===== src/rtl/counter_bank_pkg.sv =====
// Shared constants and helpers for the counter bank and its event arbiter.
package counter_bank_pkg;

    localparam int DEF_NCH    = 4;
    localparam int DEF_WIDTH  = 5;
    localparam int DEF_PERIOD = 10;

    // Index width for n items; a single item still needs a 1-bit field.
    function automatic int idx_w(input int n);
        return (n > 1) ? $clog2(n) : 1;
    endfunction

    // Reverse the low w bits of v; bits above w come back as zero.
    function automatic logic [31:0] bit_rev(input logic [31:0] v, input int w);
        logic [31:0] r;
        r = '0;
        for (int j = 0; j < 32; j++) begin
            r[j] = v[31-j];
        end
        return r >> (32 - w);
    endfunction

endpackage


===== src/rtl/counter_bank_rr_arbiter.sv =====
// Round-robin arbiter: N requests -> one-hot grant plus index.
// The pointer holds the first channel to consider and moves past each taken grant.
module rr_arbiter #(
    parameter int N  = 4,
    parameter int IW = 2
) (
    input  logic          clk,
    input  logic          rst,
    input  logic [N-1:0]  req,
    input  logic          adv,
    output logic [N-1:0]  gnt,
    output logic [IW-1:0] idx,
    output logic          any
);

    logic [IW-1:0] ptr_q;
    logic [N-1:0]  upper;

    always_comb begin
        upper = '0;
        gnt   = '0;
        idx   = '0;
        any   = |req;
        for (int i = 0; i < N; i++) begin
            upper[i] = req[i] && (IW'(i) >= ptr_q);
        end
        // Lowest request at/after the pointer, else lowest overall (wrap-around).
        for (int i = N - 1; i >= 0; i--) begin
            if (req[i]) idx = IW'(i);
        end
        if (|upper) begin
            for (int i = N - 1; i >= 0; i--) begin
                if (upper[i]) idx = IW'(i);
            end
        end
        for (int i = 0; i < N; i++) begin
            gnt[i] = any && (idx == IW'(i));
        end
    end

    always_ff @(posedge clk) begin
        if (rst) begin
            ptr_q <= '0;
        end else if (adv && any) begin
            ptr_q <= (idx == IW'(N - 1)) ? '0 : idx + 1'b1;
        end
    end

endmodule


===== src/rtl/counter_bank.sv =====
// Bank of prescaled step counters; every value change is reported once on an event port.
// ev_valid_o/ev_ready_i: a transfer happens on a rising edge with both high; while valid and not ready the payload holds.
module counter_bank
    import counter_bank_pkg::*;
#(
    parameter int             NCH    = DEF_NCH,
    parameter int             WIDTH  = DEF_WIDTH,
    parameter int             PERIOD = DEF_PERIOD,
    parameter logic [NCH-1:0] BITREV = '0
) (
    input  logic                    clk,
    input  logic                    rst,
    input  logic [NCH-1:0]          en_i,
    input  logic [NCH-1:0]          down_i,
    input  logic [NCH-1:0]          sat_i,
    input  logic [NCH-1:0]          load_i,
    input  logic [NCH*WIDTH-1:0]    load_val_i,
    output logic [NCH*WIDTH-1:0]    cnt_o,
    output logic                    ev_valid_o,
    input  logic                    ev_ready_i,
    output logic [idx_w(NCH)-1:0]   ev_ch_o,
    output logic [WIDTH-1:0]        ev_val_o,
    output logic [NCH-1:0]          overrun_o,
    input  logic                    clr_ovr_i
);

    localparam int CW = idx_w(NCH);
    localparam int PW = idx_w(PERIOD);
    localparam logic [WIDTH-1:0] MAXV = '1;

    logic [PW-1:0]    presc_q;
    logic             step;
    logic [WIDTH-1:0] cnt_q [NCH];
    logic [WIDTH-1:0] cnt_d [NCH];
    logic [NCH-1:0]   changed;
    logic [NCH-1:0]   pend_q;
    logic [NCH-1:0]   gnt;
    logic [NCH-1:0]   granted;
    logic [CW-1:0]    gnt_idx;
    logic             gnt_any;
    logic             take;
    logic [WIDTH-1:0] sel_val;

    assign step = (presc_q == PW'(PERIOD - 1));

    always_ff @(posedge clk) begin
        if (rst)       presc_q <= '0;
        else if (step) presc_q <= '0;
        else           presc_q <= presc_q + 1'b1;
    end

    always_comb begin
        changed = '0;
        for (int i = 0; i < NCH; i++) begin
            cnt_d[i] = cnt_q[i];
            if (load_i[i]) begin
                cnt_d[i] = load_val_i[i*WIDTH +: WIDTH];
            end else if (step && en_i[i]) begin
                if (down_i[i]) begin
                    if (cnt_q[i] != '0 || !sat_i[i]) cnt_d[i] = cnt_q[i] - 1'b1;
                end else begin
                    if (cnt_q[i] != MAXV || !sat_i[i]) cnt_d[i] = cnt_q[i] + 1'b1;
                end
            end
            changed[i] = (cnt_d[i] != cnt_q[i]);
        end
    end

    always_ff @(posedge clk) begin
        for (int i = 0; i < NCH; i++) begin
            if (rst) cnt_q[i] <= '0;
            else     cnt_q[i] <= cnt_d[i];
        end
    end

    // The output stage accepts a new event whenever it is empty or being drained.
    assign take    = !ev_valid_o || ev_ready_i;
    assign granted = take ? gnt : '0;

    rr_arbiter #(
        .N  (NCH),
        .IW (CW)
    ) u_arb (
        .clk (clk),
        .rst (rst),
        .req (pend_q),
        .adv (take),
        .gnt (gnt),
        .idx (gnt_idx),
        .any (gnt_any)
    );

    always_comb begin
        sel_val = '0;
        for (int i = 0; i < NCH; i++) begin
            if (gnt[i]) sel_val = cnt_q[i];
        end
    end

    // A change landing on a granted channel re-arms pending rather than counting as an overrun.
    always_ff @(posedge clk) begin
        if (rst) begin
            pend_q    <= '0;
            overrun_o <= '0;
        end else begin
            pend_q    <= (pend_q & ~granted) | changed;
            overrun_o <= (overrun_o & ~{NCH{clr_ovr_i}}) | (changed & pend_q & ~granted);
        end
    end

    always_ff @(posedge clk) begin
        if (rst) begin
            ev_valid_o <= 1'b0;
            ev_ch_o    <= '0;
            ev_val_o   <= '0;
        end else if (take) begin
            ev_valid_o <= gnt_any;
            if (gnt_any) begin
                ev_ch_o  <= gnt_idx;
                ev_val_o <= sel_val;
            end
        end
    end

    for (genvar i = 0; i < NCH; i++) begin : g_out
        assign cnt_o[i*WIDTH +: WIDTH] = BITREV[i] ? WIDTH'(bit_rev(32'(cnt_q[i]), WIDTH))
                                                   : cnt_q[i];
    end

endmodule


===== config.mk =====
export PLATFORM = sky130hd
export DESIGN_NAME = counter_bank
export DESIGN_NICKNAME = d
export VERILOG_FILES = /design/src/rtl/counter_bank_pkg.sv /design/src/rtl/counter_bank_rr_arbiter.sv /design/src/rtl/counter_bank.sv
export SDC_FILE = /design/constraint.sdc
export NUM_CORES = 1
export LEC_CHECK = 0
export CORE_ASPECT_RATIO = 1.5
export CORE_MARGIN = 10
export CORE_UTILIZATION = 56
export CTS_CLUSTER_SIZE = 40
export DETAILED_ROUTE_END_ITERATION = 7
export PLACE_DENSITY = 0.95
export SETUP_SLACK_MARGIN = 0.1
export SYNTH_ARGS = -nofsm -noshare
export SYNTH_HDL_FRONTEND = slang
export SYNTH_SLANG_ARGS = --single-unit

===== constraint.sdc =====
create_clock -name clk -period 6.7 [get_ports clk]
set_clock_uncertainty 0.2 [all_clocks]
set_input_delay 2.01 -clock clk [delete_from_list [all_inputs] [get_ports clk]]
set_output_delay 2.01 -clock clk [all_outputs]
set_load 0.02 [all_outputs]

==> flow_metrics.tcl, run 1 <==
set metrics [dict create \
    seq_area_um2 841 \
    synth_top_flop_cell "dfxtp_1" \
    slew_headroom_pct 45.4 \
    cpMaxStageDelayCell "a211oi_1" \
    synthTopCellsByArea "dfxtp_1, ha_1, xnor2_1" \
    via_per_inst 6.54 \
    p_sw_uw 264 \
    syn_to_final_growth_pct 24.9 \
    dpl.hpwl_um 7210 \
    instances_no_fill 531 \
    startpoint_type "input pin" \
    tritoncts "built" \
    ant_nets 0 \
    p_per_area_nw_per_um2 198 \
    routabilityCongestion 0.941 \
    netlist_instances 404 \
    syn_nets 462 \
    diodes 0 \
    cts_buffer_depth 2 \
    num_rows 34 \
    tns_ns 0 \
    hold_buffers 0 \
    seq_power_share_pct 38.3 \
    drcViolationCount 0 \
    via_count 3475 \
    ir_worst_vdd_uv 195 \
    final_max_slew_viol_count 0 \
    io-pin-count 72 \
    fin_nets 516 \
    ys_warn_count 0 \
    placed_cells 523 \
    rsz0062_at_grt "false" \
    die_w_um 82.4 \
    worst_pin_slew_ns 0.816 \
    clockPowerShare_pct 29.8 \
    synth_cell_types 71 \
    outcome "complete, no violations" \
    cts_max_level 2 \
    clk_latency_ns 0.30 \
    cts_resized 0 \
    hold_viol_final 0 \
    path_max_fanout 9 \
    drtPass1Iterations 5 \
    setup_viol 0 \
    max_freq_mhz 255 \
    grt.total_usage_pct 20.0 \
    antenna_found_initial 0 \
    p_int_uw 547 \
    post-route-period-util_pct 58.6 \
    cap_violations 0 \
    port_buffers 71 \
    drtIter0Drc 263 \
    grt_pass1_vias 3329 \
    cts.sinks 42 \
    drt_wl_total_um 9580 \
    clk_pin_slew_ns 0.09 \
    finalCriticalPeriod_ns 3.92 \
    cts-root-buf "clkbuf_8" \
    yosysTopAreaCell "dfxtp_1" \
    p_leak_uw 0.00150 \
    cp_cell_sequence "clkdlybuf4s50_1 > nand4b_1 > a211oi_1 > o22ai_1 > o31ai_1" \
    avgSynthCellArea_um2 8.10 \
    async_flop_share_pct 0 \
    final_area_um2 4090 \
    combPwrFrac_pct 31.9 \
    core_um2 5740 \
    synth_edf_count 0 \
    dieArea_um2 9360 \
    die_y_um 114 \
    cts_setup_buffers 0 \
    grt_overflow 0 \
    yosysSeqAreaShare_pct 25.7 \
    cp.arrival_ns 3.90 \
    critPathKind "input pin to flip-flop" \
    required_ns 6.68 \
    yosys_register_bits 42 \
    end_kind "flip-flop" \
    synth_top_area_share_pct 25.7 \
    layout-drive-gt1-share_pct 5.66 \
    wl_per_cell_um 18.0 \
    grt_pass1_wl_um 15400 \
    multiInputGateArea_um2 2210 \
    hold_class "flip-flop to flip-flop" \
    numCtsBuffers 5 \
    grt_max_degree 33 \
    netlist_area_um2 3270 \
    start_util_pct 57.0 \
    placed_area_um2 3950 \
    crit_path_max_incr_delay_ns 0.47 \
    swShare_pct 32.5 \
    num-fill-cells 441 \
]
==> cells by family after synthesis <==
logic type	count (synthesis)	synth area share, %
simple gates	155	28.1
flops	42	25.7
mux	4	1.26
xor+xnor	24	6.42
buf+inv	50	6.88
fa+ha+maj	18	6.88
compound gates	111	24.8
==> power by group through the flow <==
stage          Combinational (µW)  Sequential [µW]  Clock [µW]
6_report                      259              310         241
2_1_floorplan                 147              321           0
4_1_cts                       258              309         244
5_1_grt                       281              314         253
3_3_place_gp                  245              313           0
3_5_place_dp                  253              314           0
==> worst paths after layout <==
| path | depth (start not counted) | endpoint | start | slack [ns] |
|---|---|---|---|---|
| setup / recovery | 5 | overrun_o[2]$_SDFF_PP0_ | en_i[2] | 2.78 |
| hold / removal | 2 | ev_val_o[2]$_SDFFE_PP0P_ | ev_val_o[2]$_SDFFE_PP0P_ | 0.31 |
| setup reg to reg | 8 | ev_val_o[4]$_SDFFE_PP0P_ | u_arb.ptr_q[1]$_SDFFE_PP0P_ | 3.87 |
| hold reg to reg | 2 | ev_val_o[2]$_SDFFE_PP0P_ | ev_val_o[2]$_SDFFE_PP0P_ | 0.31 |
==> stage by stage <==
| stage | power, µW | hold WS, ns | util [%] | worst slack, ns |
|---|---|---|---|---|
| global placement | 557 | 0.286 | 68.8 | 2.63 |
| detailed placement | 567 | 0.304 | 68.8 | 2.58 |
| finish | 811 | 0.310 | 71.2 | 2.78 |
| global route | 848 | 0.338 | 71.2 | 2.65 |
| floorplan | 468 | 0.261 | - | 3.20 |
| CTS | 810 | 0.315 | 71.2 | 2.84 |
==> registers in the layout, summed over array words and instances (netlist names) <==
signal and flops:
cnt_q 20, ev_val_o 5, overrun_o 4, pend_q 4, presc_q 4, ev_ch_o 2, u_arb.ptr_q 2, ev_valid_o 1
==> placed cells by master (no fill, tap or decap), types with 14 or more instances in the layout <==
| master | instances |
|---|---|
| a211oi_1 | 14 |
| a21oi_1 | 16 |
| clkdlybuf4s50_1 | 71 |
| dfxtp_1 | 42 |
| ha_1 | 18 |
| inv_1 | 23 |
| nand2_1 | 26 |
| nor2_1 | 26 |
| nor2b_1 | 15 |
| o21ai_0 | 14 |
| xnor2_1 | 23 |
==> cells in the mapped netlist, types with 4 or more instances <==
cell,n
a211oi_1,14
a21oi_1,16
a221oi_1,10
a311oi_1,8
a31oi_1,5
and3_1,6
clkbuf_1,20
dfxtp_1,42
ha_1,18
inv_1,23
nand2_1,26
nand3_1,13
nand3b_1,6
nor2_1,26
nor2b_1,15
nor3_1,10
nor3b_1,5
nor4b_1,5
o21ai_0,14
o22ai_1,4
o31a_1,5
o31ai_1,6
or3_1,6
or3b_2,5
xnor2_1,23
==> cell type report <==
cell class / count / area share, %
Timing Repair Buffer: 72 / 17.6
Sequential cell: 42 / 20.6
Inverter: 25 / 2.30
Multi-Input combinational cell: 312 / 54.0
Clock buffer: 5 / 1.68
Tap cell: 72 / 2.20
Clock inverter: 3 / 1.68
==> routing by layer <==
layer,wire [µm],global-route usage [%]
met5,0,0
met4,368,10.5
met3,782,5.35
met2,4970,35.2
met1,3460,20.4
==> worst max-delay path: cells and delay by family <==
kind | cells | cell delay, ns
AND/OR/NAND/NOR | 1 | 0.37
buffers and inverters | 1 | 0.46
AO/OA/AOI/OAI | 3 | 1.06
Note: power is estimated with default switching activity, not from simulation.
==> run 2, diff against run 1 <==
--- a/config.mk
+++ b/config.mk
@@ -7,10 +7,10 @@
 export LEC_CHECK = 0
 export CORE_ASPECT_RATIO = 1.5
 export CORE_MARGIN = 10
-export CORE_UTILIZATION = 56
+export CORE_UTILIZATION = 47
 export CTS_CLUSTER_SIZE = 40
 export DETAILED_ROUTE_END_ITERATION = 7
-export PLACE_DENSITY = 0.95
+export PLACE_DENSITY = 0.9
 export SETUP_SLACK_MARGIN = 0.1
 export SYNTH_ARGS = -nofsm -noshare
 export SYNTH_HDL_FRONTEND = slang
==> constraint.sdc (replaced) <==
create_clock -name clk -period 3.6 [get_ports clk]
set_clock_uncertainty 0.2 [all_clocks]
set_input_delay 1.08 -clock clk [delete_from_list [all_inputs] [get_ports clk]]
set_output_delay 1.08 -clock clk [all_outputs]
set_load 0.02 [all_outputs]
==> run 2 against run 1 <==
Total power is 75% higher. Global-route usage is 3.8 points lower. Final area is 0.12% lower. Hold slack worse by 0.010 ns. Critical endpoint is now overrun_o[1]$_SDFF_PP0_. First-iteration DRC count is 16% lower. Critical path type unchanged. Worst setup slack worse by 2.1 ns. Largest cell class unchanged. Combinational power is 83% higher. Sequential power is 85% higher. Clock power is 56% higher. Final cell count is 1.5% higher.
==> flow_metrics.tcl, run 2 (synthesis results as in run 1) <==
set metrics [dict create \
    max_freq_mhz 348 \
    via_per_inst 6.22 \
    start_util_pct 48.1 \
    port_buffers 71 \
    io-pin-count 72 \
    setup_viol 0 \
    met2_length_um 4780 \
    final_max_slew_viol_count 0 \
    wl_per_cell_um 17.0 \
    routabilityCongestion 0.912 \
    cts_resized 0 \
    cpMaxStageDelayCell "clkdlybuf4s50_1" \
    layout_common_cells "clkdlybuf4s50_1, dfxtp_1, nor2_1, nand2_1" \
    numCtsBuffers 5 \
    post-route-util_pct 60.0 \
    cts_max_level 2 \
    tns_ns 0 \
    outcome "complete, no violations" \
    syn_to_final_growth_pct 24.7 \
    reg_top3 "cnt_q (20), ev_val_o (5)" \
    required_ns 3.58 \
    clk_latency_ns 0.30 \
    cts-root-buf "clkbuf_8" \
    grt_max_degree 33 \
    antenna_found_initial 0 \
    layout_commonest_cell "clkdlybuf4s50_1" \
    path_max_fanout 9 \
    tritoncts "built" \
    ant_nets 0 \
    hold_buffers 0 \
    p_leak_uw 0.00149 \
    drtIter0Drc 222 \
    worst_pin_slew_ns 0.617 \
    grt_pass1_vias 3181 \
    largest_reg_flops 20 \
    post-route-period-util_pct 79.9 \
    cap_violations 0 \
    grt_pass1_wl_um 14600 \
    drcViolationCount 0 \
    ir_worst_vdd_uv 208 \
    finalCriticalPeriod_ns 2.88 \
    layout-drive-gt1-share_pct 5.86 \
    drtPass1Iterations 4 \
    slew_headroom_pct 58.7 \
    startpoint_type "input pin" \
    clk_pin_slew_ns 0.09 \
    r2r_slack_ns 1.03 \
    dieArea_um2 10800 \
    critPathKind "input pin to flip-flop" \
    grt.total_usage_pct 16.2 \
    grt_overflow 0 \
    p_per_area_nw_per_um2 348 \
    crit_path_max_incr_delay_ns 0.66 \
    fin_nets 518 \
    cts_buffer_depth 2 \
    die_w_um 88.1 \
    met1_length_um 3560 \
    route.met3.wl_um 647 \
    dpl.hpwl_um 7030 \
    core_um2 6810 \
    largest-register "cnt_q" \
    cp.arrival_ns 2.86 \
    diodes 0 \
    cts.sinks 42 \
    maxUsedRoutingLayer "met4" \
    num_rows 37 \
    hold_viol_final 0 \
    drt_wl_total_um 9140 \
    hold_class "flip-flop to flip-flop" \
    rsz0062_at_grt "false" \
    via_count 3350 \
    die_y_um 122 \
    end_kind "flip-flop" \
    cts_setup_buffers 0 \
    cp_cell_sequence "clkdlybuf4s50_1 > inv_1 > a31oi_1 > a21oi_1 > o41ai_1" \
]
run 2: changes by cell type in the layout (fill, tap and decap cells not counted), sizes merged:
cell	previous run	this run
clkbuf	5	6
bufinv	2	1
clkinv	3	2
buf	1	3
clkinvlp	0	1
run 2: layout make-up:
class	instances	area (µm²)
clock buffers	6	72.6
clock inverters	2	37.5
fillers	626	2720
inverters	25	93.8
multi-input cells	312	2210
flip-flops and latches	42	841
well taps	78	97.6
repair buffers	74	733
run 2: path summary, 6_finish.rpt:
path / startpoint / depth (start not counted) / end
max: down_i[1] / 5 / overrun_o[1]$_SDFF_PP0_
min: ev_val_o[4]$_SDFFE_PP0P_ / 2 / ev_val_o[4]$_SDFFE_PP0P_
max reg2reg: u_arb.ptr_q[1]$_SDFFE_PP0P_ / 8 / ev_val_o[2]$_SDFFE_PP0P_
min reg2reg: ev_val_o[4]$_SDFFE_PP0P_ / 2 / ev_val_o[4]$_SDFFE_PP0P_
run 2: power breakdown:
group          switching [µW]  internal [µW]
Sequential               64.6            509
Clock                     167            207
Combinational             242            232
run 2: worst max-delay path: cells and delay by family:
kind | cells | cell delay, ns
AOI/OAI and AO/OA | 3 | 1.03
buffers and inverters | 2 | 0.75
run 2: metal layers:
layer | GRT usage, % | vias up
met5 | 0 | -
met4 | 4.53 | 0
met2 | 29.9 | 121
met1 | 17.8 | 1590
met3 | 3.54 | 17
li1 | - | 1622
run 2: through the flow:
stage                     instances  cell area [µm²]  hold WS, ns  worst slack, ns  power [µW]
after global placement          531             3970        0.270            0.561        1040
after CTS                       539             4080        0.299            0.723        1420
after global routing            539             4080        0.319            0.559        1490
final                           539             4080        0.300            0.723        1420
after detailed placement        531             3970        0.287            0.453        1050
after floorplan                 404             3270        0.261             1.03         871
